===== src/rtl/io_hub_pkg.sv =====
// Shared constants and width helpers for the io_hub UART receive path.
// Widths derived here size the byte index and the inter-byte gap timer.
package io_hub_pkg;

  localparam int UART_BYTE_W        = 8;
  localparam int DEF_WORD_BYTES     = 4;
  localparam int DEF_TIMEOUT_CYCLES = 100000;

  // Flags that leave the block as single-cycle registered pulses.
  typedef struct packed {
    logic frame_drop;
    logic overrun;
  } rx_flags_t;

  // Ceiling log2, never below 1 so degenerate parameters still give a legal vector.
  function automatic int clog2_min1(input int value);
    int w;
    w = 0;
    while ((1 << w) < value) w = w + 1;
    if (w == 0) w = 1;
    return w;
  endfunction

endpackage


===== src/rtl/uart_word_rx_if.sv =====
// Byte-in / word-out bundle between the UART receiver, the word assembler and its consumer.
// slave is the assembler's view; master is the view of whatever drives bytes and consumes words.
interface uart_word_rx_if
  import io_hub_pkg::*;
#(
  parameter int WORD_BYTES = DEF_WORD_BYTES
) ();

  localparam int IDX_W  = clog2_min1(WORD_BYTES);
  localparam int WORD_W = UART_BYTE_W * WORD_BYTES;

  logic                   byte_valid;
  logic [UART_BYTE_W-1:0] byte_data;
  logic                   byte_error;
  logic [WORD_W-1:0]      word_data;
  logic                   word_valid;
  logic                   word_ready;
  logic [IDX_W-1:0]       byte_idx;
  logic                   busy;
  logic                   frame_drop;
  logic                   overrun;

  modport slave (
    input  byte_valid, byte_data, byte_error, word_ready,
    output word_data, word_valid, byte_idx, busy, frame_drop, overrun
  );

  modport master (
    output byte_valid, byte_data, byte_error, word_ready,
    input  word_data, word_valid, byte_idx, busy, frame_drop, overrun
  );

endinterface


===== src/rtl/rx_gap_timer.sv =====
// Counts idle cycles between bytes of a partial word and flags expiry on the terminal count.
// With TIMEOUT_CYCLES=0 the counter is not built and expire is tied low.
module rx_gap_timer
  import io_hub_pkg::*;
#(
  parameter int TIMEOUT_CYCLES = DEF_TIMEOUT_CYCLES
) (
  input  logic clk,
  input  logic rst_n,
  input  logic clear,
  input  logic enable,
  output logic expire
);

  generate
    if (TIMEOUT_CYCLES > 0) begin : g_timer
      localparam int             CNT_W = clog2_min1(TIMEOUT_CYCLES);
      localparam logic [CNT_W-1:0] TERM = CNT_W'(TIMEOUT_CYCLES - 1);

      logic [CNT_W-1:0] count_q;
      logic [CNT_W-1:0] count_d;
      logic             hit;

      // clear outranks expiry so a byte landing on the terminal cycle is never dropped
      always_comb begin
        hit     = enable && !clear && (count_q == TERM);
        count_d = count_q;
        if (clear || hit) begin
          count_d = '0;
        end else if (enable) begin
          count_d = count_q + CNT_W'(1);
        end
      end

      always_ff @(posedge clk) begin
        if (!rst_n) begin
          count_q <= '0;
        end else begin
          count_q <= count_d;
        end
      end

      assign expire = hit;
    end else begin : g_off
      logic unused_in;
      assign unused_in = &{1'b0, clk, rst_n, clear, enable};
      assign expire    = 1'b0;
    end
  endgenerate

endmodule


===== src/rtl/uart_word_rx.sv =====
// Assembles WORD_BYTES received bytes into one word behind a single output register.
// Partial words are discarded on framing error or gap timeout; a full output register causes overrun.
module uart_word_rx
  import io_hub_pkg::*;
#(
  parameter int WORD_BYTES     = DEF_WORD_BYTES,
  parameter bit BIG_ENDIAN     = 1'b0,
  parameter int TIMEOUT_CYCLES = DEF_TIMEOUT_CYCLES
) (
  input  logic           clk,
  input  logic           rst_n,
  uart_word_rx_if.slave  bus
);

  localparam int               IDX_W    = clog2_min1(WORD_BYTES);
  localparam int               WORD_W   = UART_BYTE_W * WORD_BYTES;
  localparam logic [IDX_W-1:0] LAST_IDX = IDX_W'(WORD_BYTES - 1);

  logic [IDX_W-1:0]  idx_q,        idx_d;
  logic [WORD_W-1:0] asm_q,        asm_d;
  logic [WORD_W-1:0] word_data_q,  word_data_d;
  logic              word_valid_q, word_valid_d;
  rx_flags_t         flags_q,      flags_d;

  logic              byte_accept;
  logic              word_done;
  logic              timer_clear;
  logic              timer_expire;
  logic [WORD_W-1:0] asm_next;

  assign byte_accept = bus.byte_valid & ~bus.byte_error;
  assign timer_clear = byte_accept | bus.byte_error | (idx_q == '0);

  rx_gap_timer #(
    .TIMEOUT_CYCLES (TIMEOUT_CYCLES)
  ) u_gap_timer (
    .clk    (clk),
    .rst_n  (rst_n),
    .clear  (timer_clear),
    .enable (idx_q != '0),
    .expire (timer_expire)
  );

  // Lane i receives the byte whose arrival index maps onto it for the chosen byte order.
  always_comb begin
    asm_next = asm_q;
    for (int i = 0; i < WORD_BYTES; i++) begin
      if (idx_q == (BIG_ENDIAN ? IDX_W'(WORD_BYTES - 1 - i) : IDX_W'(i))) begin
        asm_next[i*UART_BYTE_W +: UART_BYTE_W] = bus.byte_data;
      end
    end
  end

  always_comb begin
    idx_d        = idx_q;
    asm_d        = asm_q;
    word_done    = 1'b0;
    flags_d      = '0;
    word_data_d  = word_data_q;
    word_valid_d = word_valid_q;

    if (bus.byte_error) begin
      idx_d              = '0;
      asm_d              = '0;
      flags_d.frame_drop = 1'b1;
    end else if (byte_accept) begin
      if (idx_q == LAST_IDX) begin
        idx_d     = '0;
        asm_d     = '0;
        word_done = 1'b1;
      end else begin
        idx_d = idx_q + IDX_W'(1);
        asm_d = asm_next;
      end
    end else if (timer_expire) begin
      idx_d              = '0;
      asm_d              = '0;
      flags_d.frame_drop = 1'b1;
    end

    if (word_valid_q && bus.word_ready) begin
      word_valid_d = 1'b0;
    end

    // A slot freed by this cycle's handshake can take the new word directly.
    if (word_done) begin
      if (!word_valid_q || bus.word_ready) begin
        word_data_d  = asm_next;
        word_valid_d = 1'b1;
      end else begin
        flags_d.overrun = 1'b1;
      end
    end
  end

  always_ff @(posedge clk) begin
    if (!rst_n) begin
      idx_q        <= '0;
      asm_q        <= '0;
      word_data_q  <= '0;
      word_valid_q <= 1'b0;
      flags_q      <= '0;
    end else begin
      idx_q        <= idx_d;
      asm_q        <= asm_d;
      word_data_q  <= word_data_d;
      word_valid_q <= word_valid_d;
      flags_q      <= flags_d;
    end
  end

  assign bus.word_data  = word_data_q;
  assign bus.word_valid = word_valid_q;
  assign bus.byte_idx   = idx_q;
  assign bus.busy       = (idx_q != '0);
  assign bus.frame_drop = flags_q.frame_drop;
  assign bus.overrun    = flags_q.overrun;

endmodule


===== src/flat_wrapper.sv =====
// flat-port wrapper written by rule: the top's interface ports become plain ports
module uart_word_rx_flat import io_hub_pkg::*;
#(
  parameter int WORD_BYTES     = DEF_WORD_BYTES,
  parameter bit BIG_ENDIAN     = 1'b0,
  parameter int TIMEOUT_CYCLES = DEF_TIMEOUT_CYCLES
)
  (clk, rst_n, bus_byte_valid, bus_byte_data, bus_byte_error, bus_word_ready, bus_word_data, bus_word_valid, bus_byte_idx, bus_busy, bus_frame_drop, bus_overrun);
  uart_word_rx_if #(.WORD_BYTES(WORD_BYTES)) bus_i ();
  input  logic clk;
  input  logic rst_n;
  input wire logic [$bits(bus_i.byte_valid)-1:0] bus_byte_valid;
  input wire logic [$bits(bus_i.byte_data)-1:0] bus_byte_data;
  input wire logic [$bits(bus_i.byte_error)-1:0] bus_byte_error;
  input wire logic [$bits(bus_i.word_ready)-1:0] bus_word_ready;
  output wire logic [$bits(bus_i.word_data)-1:0] bus_word_data;
  output wire logic [$bits(bus_i.word_valid)-1:0] bus_word_valid;
  output wire logic [$bits(bus_i.byte_idx)-1:0] bus_byte_idx;
  output wire logic [$bits(bus_i.busy)-1:0] bus_busy;
  output wire logic [$bits(bus_i.frame_drop)-1:0] bus_frame_drop;
  output wire logic [$bits(bus_i.overrun)-1:0] bus_overrun;
  assign bus_i.byte_valid = bus_byte_valid;
  assign bus_i.byte_data = bus_byte_data;
  assign bus_i.byte_error = bus_byte_error;
  assign bus_i.word_ready = bus_word_ready;
  assign bus_word_data = bus_i.word_data;
  assign bus_word_valid = bus_i.word_valid;
  assign bus_byte_idx = bus_i.byte_idx;
  assign bus_busy = bus_i.busy;
  assign bus_frame_drop = bus_i.frame_drop;
  assign bus_overrun = bus_i.overrun;
  uart_word_rx #(.WORD_BYTES(WORD_BYTES), .BIG_ENDIAN(BIG_ENDIAN), .TIMEOUT_CYCLES(TIMEOUT_CYCLES)) u_core (.clk(clk), .rst_n(rst_n), .bus(bus_i));
endmodule

===== config.mk =====
export PLATFORM = sky130hd
export DESIGN_NAME = uart_word_rx_flat
export DESIGN_NICKNAME = d
export VERILOG_FILES = /design/src/rtl/io_hub_pkg.sv /design/src/rtl/uart_word_rx_if.sv /design/src/rtl/rx_gap_timer.sv /design/src/rtl/uart_word_rx.sv /design/src/flat_wrapper.sv
export SDC_FILE = /design/constraint.sdc
export NUM_CORES = 1
export LEC_CHECK = 0
export ABC_AREA = 1
export CORE_MARGIN = 3
export CORE_UTILIZATION = 49
export DETAILED_ROUTE_END_ITERATION = 7
export PLACE_DENSITY_LB_ADDON = 0.25
export SKIP_LAST_GASP = 1
export SLEW_MARGIN = 30
export SYNTH_ARGS = -nofsm -noshare
export SYNTH_HDL_FRONTEND = slang
export SYNTH_SLANG_ARGS = --single-unit

===== constraint.sdc =====
create_clock -name clk -period 1.6 [get_ports clk]
set_input_delay 0.32 -clock clk [delete_from_list [all_inputs] [get_ports clk]]
set_output_delay 0.32 -clock clk [all_outputs]
set_load 0.02 [all_outputs]

-- Yosys cells after proc, flatten, opt, wreduce, memory -nomap -nowiden
Cells that the tools add are included.
- flip-flop bits (word level): 86
- reductions and logical operators: 14
- eq/ne operators: 4
- bitwise logic cells: 5
- multiplexer cells: 20
- $add $sub $neg: 2
- operators with widths (kind ; number):
    $mux 32 ; 3
    $mux 8 ; 4
    $add 17x1->17 const B ; 1
    $eq 17x17->1 const B ; 1
    $mux 1 ; 10
    $mux 2 ; 3
    $eq 2x2->1 const B ; 2
    $reduce_and 2->1 ; 2
    $reduce_bool 2->1 ; 2
    $reduce_or 2->1 ; 2
    $logic_and 1x1->1 ; 3
    $add 2x1->2 const B ; 1
    $eq 2x1->1 const B ; 1
    $logic_not 1->1 ; 2
    $logic_not 2->1 ; 1
    $logic_or 1x1->1 ; 2
    $not 1->1 ; 2
    $or 1x1->1 ; 2
    $and 1x1->1 ; 1

-- Longest topological paths before layout
- depth in word-level cells: 10
- depth in mapped cells: 10
- depth with buffers taken out: 10

-- Hierarchy
From an unflattened synthesis, not the netlist that was laid out.
- cell total of the unflattened synthesis: 659
- area, all modules: 4269.1 µm²
- by module, submodules not included (module ; seq. area each (µm²) ; instances ; cells each ; area each (µm²)):
    uart_word_rx ; 1381.3 ; 1 ; 520 ; 3325.7
    rx_gap_timer ; 340.3 ; 1 ; 139 ; 943.4

-- Worst setup path before layout
No wires, ideal clock.
- kind: reg2reg
- from: reg u_core.idx_q[0], in the netlist u_core.bus.byte_idx[0]
- to: reg u_core.u_gap_timer.g_timer.count_q[16]
- arrival: 1.587 ns
- cell stages (with the launch flop): 10
- slack: -0.100 ns
- library setup time: 0.113 ns
- required time: 1.487 ns
- clock period less this slack: 1.700 ns
- path buffers: 1
- cell sequence: dfxtp_1 > inv_1 > ha_1 > buf_4 > nor2_2 > nand2_2 > nor2_4 > nand3_1 > nor2_1 > nor2_1
- cells in the longest elaborated chain, start to end: 7
- RTL lines (what ; RTL line ; source):
    from (decl) ; uart_word_rx.sv:19 ; logic [IDX_W-1:0] idx_q, idx_d;
    from (signal assigned) ; uart_word_rx.sv:104 ; idx_q <= idx_d;
    $logic_not 2->1 ; uart_word_rx.sv:32 ; assign timer_clear = byte_accept | bus.byte_error | (idx_q == '0);
    $or 1x1->1 ; uart_word_rx.sv:32 ;
    $logic_not 1->1 ; rx_gap_timer.sv:26 ; hit = enable && !clear && (count_q == TERM);
    $logic_and 1x1->1 (2 in a row) ; rx_gap_timer.sv:26 ;
    $logic_or 1x1->1 ; rx_gap_timer.sv:28 ; if (clear || hit) begin
    $reduce_or 2->1 (no line) ; n/a ;
    to (signal assigned) ; rx_gap_timer.sv:39 ; count_q <= count_d;
    to (decl) ; rx_gap_timer.sv:20 ; logic [CNT_W-1:0] count_q;
Several ways; a longest one is shown, not always the timed one.
A chain may end at the register's enable or synchronous reset.

-- Worst setup path after layout
- from: reg u_core.idx_q[0], in the netlist u_core.bus.byte_idx[0]
- to: reg u_core.u_gap_timer.g_timer.count_q[9]
The elaborated chain is that of the path after synthesis.

==> summary.md <==
| Metric | Value |
|---|---|
| Max Fclk | `655.4 MHz` |
| Endpoints failing hold | `0` |
| CP Capture Point | `u_core.u_gap_timer.g_timer.count_q[9]$_SDFFE_PP0N_` |
| Critical Path, Cell by Cell | `inv_2 -> ha_4 -> inv_4 -> buf_6 -> nand2_4 -> nor3_4 -> nand2_1 -> or2_0 -> a21oi_1` |
| Cell accounting for the most synthesized area | `dfxtp_1` |
| Clock Path Buffers | `2` |
| Post-DP Area | `4576 µm²` |
| Reg2Reg Setup Slack | `0.07 ns` |
| Busiest grt layer | `met2` |
| Final core occ | `0.6644` |
| Final nets | `608` |
| Post-CTS Hold Buffers | `0` |
| Met1 usage | `0.3259` |
| Worst r2r src | `u_core.bus.byte_idx[0]$_SDFFE_PP0P_` |
| Worst path depth | `9` |
| Max VDD drop | `498.8 µV` |
| Synth Register Bits | `86` |
| Wire per inst | `14.07 µm` |
| Status | `completed` |
| DRC Markers | `0` |
| FILL cells | `633` |
| Initial DRT Pass Iterations | `5` |
| Core area | `7408 µm²` |
| Initial antenna violation count | `0` |
| Netlist Area Pre-Place | `3807 µm²` |
| Layout cells sized above 1 | `0.1563` |
| CP startpoint | `u_core.bus.byte_idx[0]$_SDFFE_PP0P_` |
| CTS sink count | `86` |
| Met3 Track Usage GR | `0.03926` |
| Period minus WS final | `1.526 ns` |
| Skew-Pair Late Insertion Delay | `0.36 ns` |
| Max cap viols | `0` |
| GRT Residual Overflow | `0` |
| DRT Wirelength | `9767 µm` |
| Top cells by area, synth | `dfxtp_1 45%, nand2_1 12%, a21oi_1 5.7%, o21ai_0 5.3%, nand3_1 4.5%` |
| TritonCTS clock tree | `built` |
| Clk_skew | `0.009034 ns` |
| YS warnings | `0` |
| Top delay family on crit path | `simple AND/OR/NAND/NOR gates` |
| Top-area cell type share of the netlist area | `0.4522` |
| Arrival time worst endpoint | `1.81 ns` |
| Pwr dens | `865.1 nW/µm²` |
| Crit Path Max Fanout | `3` |
| Seq/Total Area, Yosys | `0.4522` |
| Reg-to-Reg End | `u_core.u_gap_timer.g_timer.count_q[9]$_SDFFE_PP0N_` |
| Finished Layout Cells | `694` |
| Inst Count DP | `670` |
| Synth cell count leaders | `124 x nand2_1, 86 x dfxtp_1, 43 x a21oi_1, 43 x inv_1, 43 x nor2_1` |
| Port bufs | `50` |
| Gpl congestion | `0.8453` |
| Post-Layout Inst Area | `4922 µm²` |
| Worst EP required | `1.89 ns` |
| Async SR Flop Fraction | `0` |
| Die ar. | `8864 µm²` |
| Vias | `3683` |
| Critical path class | `reg2reg` |
| TNS Setup | `0 ns` |
| Number of flops mapped to enable cells by yosys | `0` |
| 1st-iter DRT viols | `223` |
| Critical Path Source Type | `register` |
| Largest net degree at the start of global routing | `33` |
| CTS root buf | `clkbuf_8` |
| Vias in the first global route | `3435` |
| Number of library cell types mapped by synthesis | `33` |
| Syn_nets | `532` |
| Hpwl dp | `6767 µm` |
| Critical Path End Type | `register` |
| Initial Util | `0.5139` |
| Max_slew headroom | `0.8019` |
| First-pass GRT wire length | `16330 µm` |
| Via/cell ratio | `5.307` |
| RSZ-0062 raised after global routing | `yes` |
| Slowest CP cell | `dfxtp_2` |
| Buffers & Inverters on Critical Path | `3` |
| Row count | `31` |
| Syn Inst Count | `514` |
| Die Y-Extent | `94.15 µm` |
| DRT antenna net count | `0` |
| Global Route Usage Sum | `0.2331` |
| Crit share post-route | `0.9537` |
| Clk pin slew, worst setup/hold paths | `0.08 ns` |
| Syn-to-layout area delta | `29.28%` |
| ANT cells | `0` |
| Max-slew violations | `0` |
| Chip width | `94.15 µm` |
| Worst hold slack | `0.4519 ns` |
| HP Class | `reg2reg` |
| Total CTS buffers | `9` |
| Slowest stage delay, CP | `0.35 ns` |
| Top-count cell post-synth | `nand2_1` |
| Prevailing post-synth register cell | `dfxtp_1` |
| H-tree levels | `3` |
| Num ports | `51` |
| Met2 Use GR | `0.3570` |
| Synth Area per Inst | `7.407 µm²` |
| Static Leak | `2.054 nW` |
| Worst R2R Path Depth | `9` |
| Worst Max-Slew Pin Slew | `0.2940 ns` |
| # setup viols final | `0` |
-- timing repair --
| action | 4_1_cts | 5_1_grt |
|---|---|---|
| buffers inserted | 5 | 3 |
| resized for setup | 45 | 20 |
| pin swaps | 5 | 9 |
| setup endpoints to repair | 86 | 81 |
-- area by class of cell --
class / instances / area (µm²) / area share
tap: 99 / 123.9 / 0.02517
timing repair buffer: 89 / 814.5 / 0.1655
clock inverter: 5 / 106.4 / 0.02161
sequential: 86 / 1725 / 0.3505
clock buffer: 11 / 141.4 / 0.02872
inverter: 46 / 175.2 / 0.03559
multi-input combinational: 358 / 1836 / 0.3729
-- worst min-delay path by stage --
stage / from / endpoint / slack, ns / depth (start not counted)
4_1_cts: u_core.asm_q[29]$_SDFFE_PP0P_ / u_core.asm_q[29]$_SDFFE_PP0P_ / 0.45 / 2
5_1_grt: u_core.asm_q[29]$_SDFFE_PP0P_ / u_core.asm_q[29]$_SDFFE_PP0P_ / 0.46 / 2
3_3_place_gp: u_core.asm_q[28]$_SDFFE_PP0P_ / u_core.asm_q[28]$_SDFFE_PP0P_ / 0.43 / 2
2_1_floorplan: u_core.asm_q[25]$_SDFFE_PP0P_ / u_core.asm_q[25]$_SDFFE_PP0P_ / 0.42 / 2
3_5_place_dp: u_core.asm_q[29]$_SDFFE_PP0P_ / u_core.asm_q[29]$_SDFFE_PP0P_ / 0.43 / 2
6_report: u_core.asm_q[29]$_SDFFE_PP0P_ / u_core.asm_q[29]$_SDFFE_PP0P_ / 0.45 / 2
-- report_power, final --
group	leakage, nW	internal, mW	switching (mW)	total, mW
logic	1.24	0.0945	0.141	0.235
clock network	0.120	1.08	0.789	1.87
registers	0.695	2.15	0.00400	2.15
-- through the flow --
stage | power [mW] | worst slack, ns
floorplan | 2.309 | 0.01563
global placement | 2.422 | -0.1365
detailed placement | 2.424 | -0.1963
CTS | 4.268 | -0.04651
global route | 4.391 | -0.04748
finish | 4.258 | 0.07411
-- flip-flops by register name, indices dropped and copies added (netlist names) --
register / count
u_core.asm_q: 32
u_core.bus.word_data: 32
u_core.u_gap_timer.g_timer.count_q: 17
u_core.bus.byte_idx: 2
u_core.bus.frame_drop: 1
u_core.bus.overrun: 1
u_core.bus.word_valid: 1
-- tightest hold or removal path, cell delays in order (launching register included) --
cell and delay (ns):
dfxtp_1 0.32, nand2_1 0.06, a21oi_1 0.03
-- routing by layer --
metal,vias up,part of all wire
met5,-,0
met4,0,0.016
met3,14,0.046
met2,102,0.45
met1,1729,0.48
li1,1838,-
-- cell usage in the layout, fill, tap and decap left out, types with 4 or more instances in the layout --
master           netlist  layout
nand2_1              124     122
dfxtp_1               86      83
a21oi_1               43      43
nor2_1                43      42
o21ai_0               40      40
inv_1                 43      38
dlygate4sd2_1          0      35
nand3_1               34      33
buf_4                  6      31
a31oi_1               16      16
nor3_1                16      16
clkdlybuf4s50_1        0      12
clkbuf_8               0      10
inv_2                  3       7
nor2_4                 5       7
o21a_1                 7       7
nor2_2                 5       4
buf_12                 0       4
buf_6                  2       4
-- logic make-up (layout without fill, tap and decap cells) --
family,after synthesis,in the layout,synth area share
AOI/OAI and AO/OA,109,109,0.1551
xor gates and xnor gates,3,3,0.006902
adders and majority gates,5,5,0.01643
buffers and inverters,70,151,0.08248
DFF,86,86,0.4522
muxes,2,2,0.005915
and+or+nand+nor,239,239,0.2810
No activity file was read; power rests on OpenSTA's default activity.
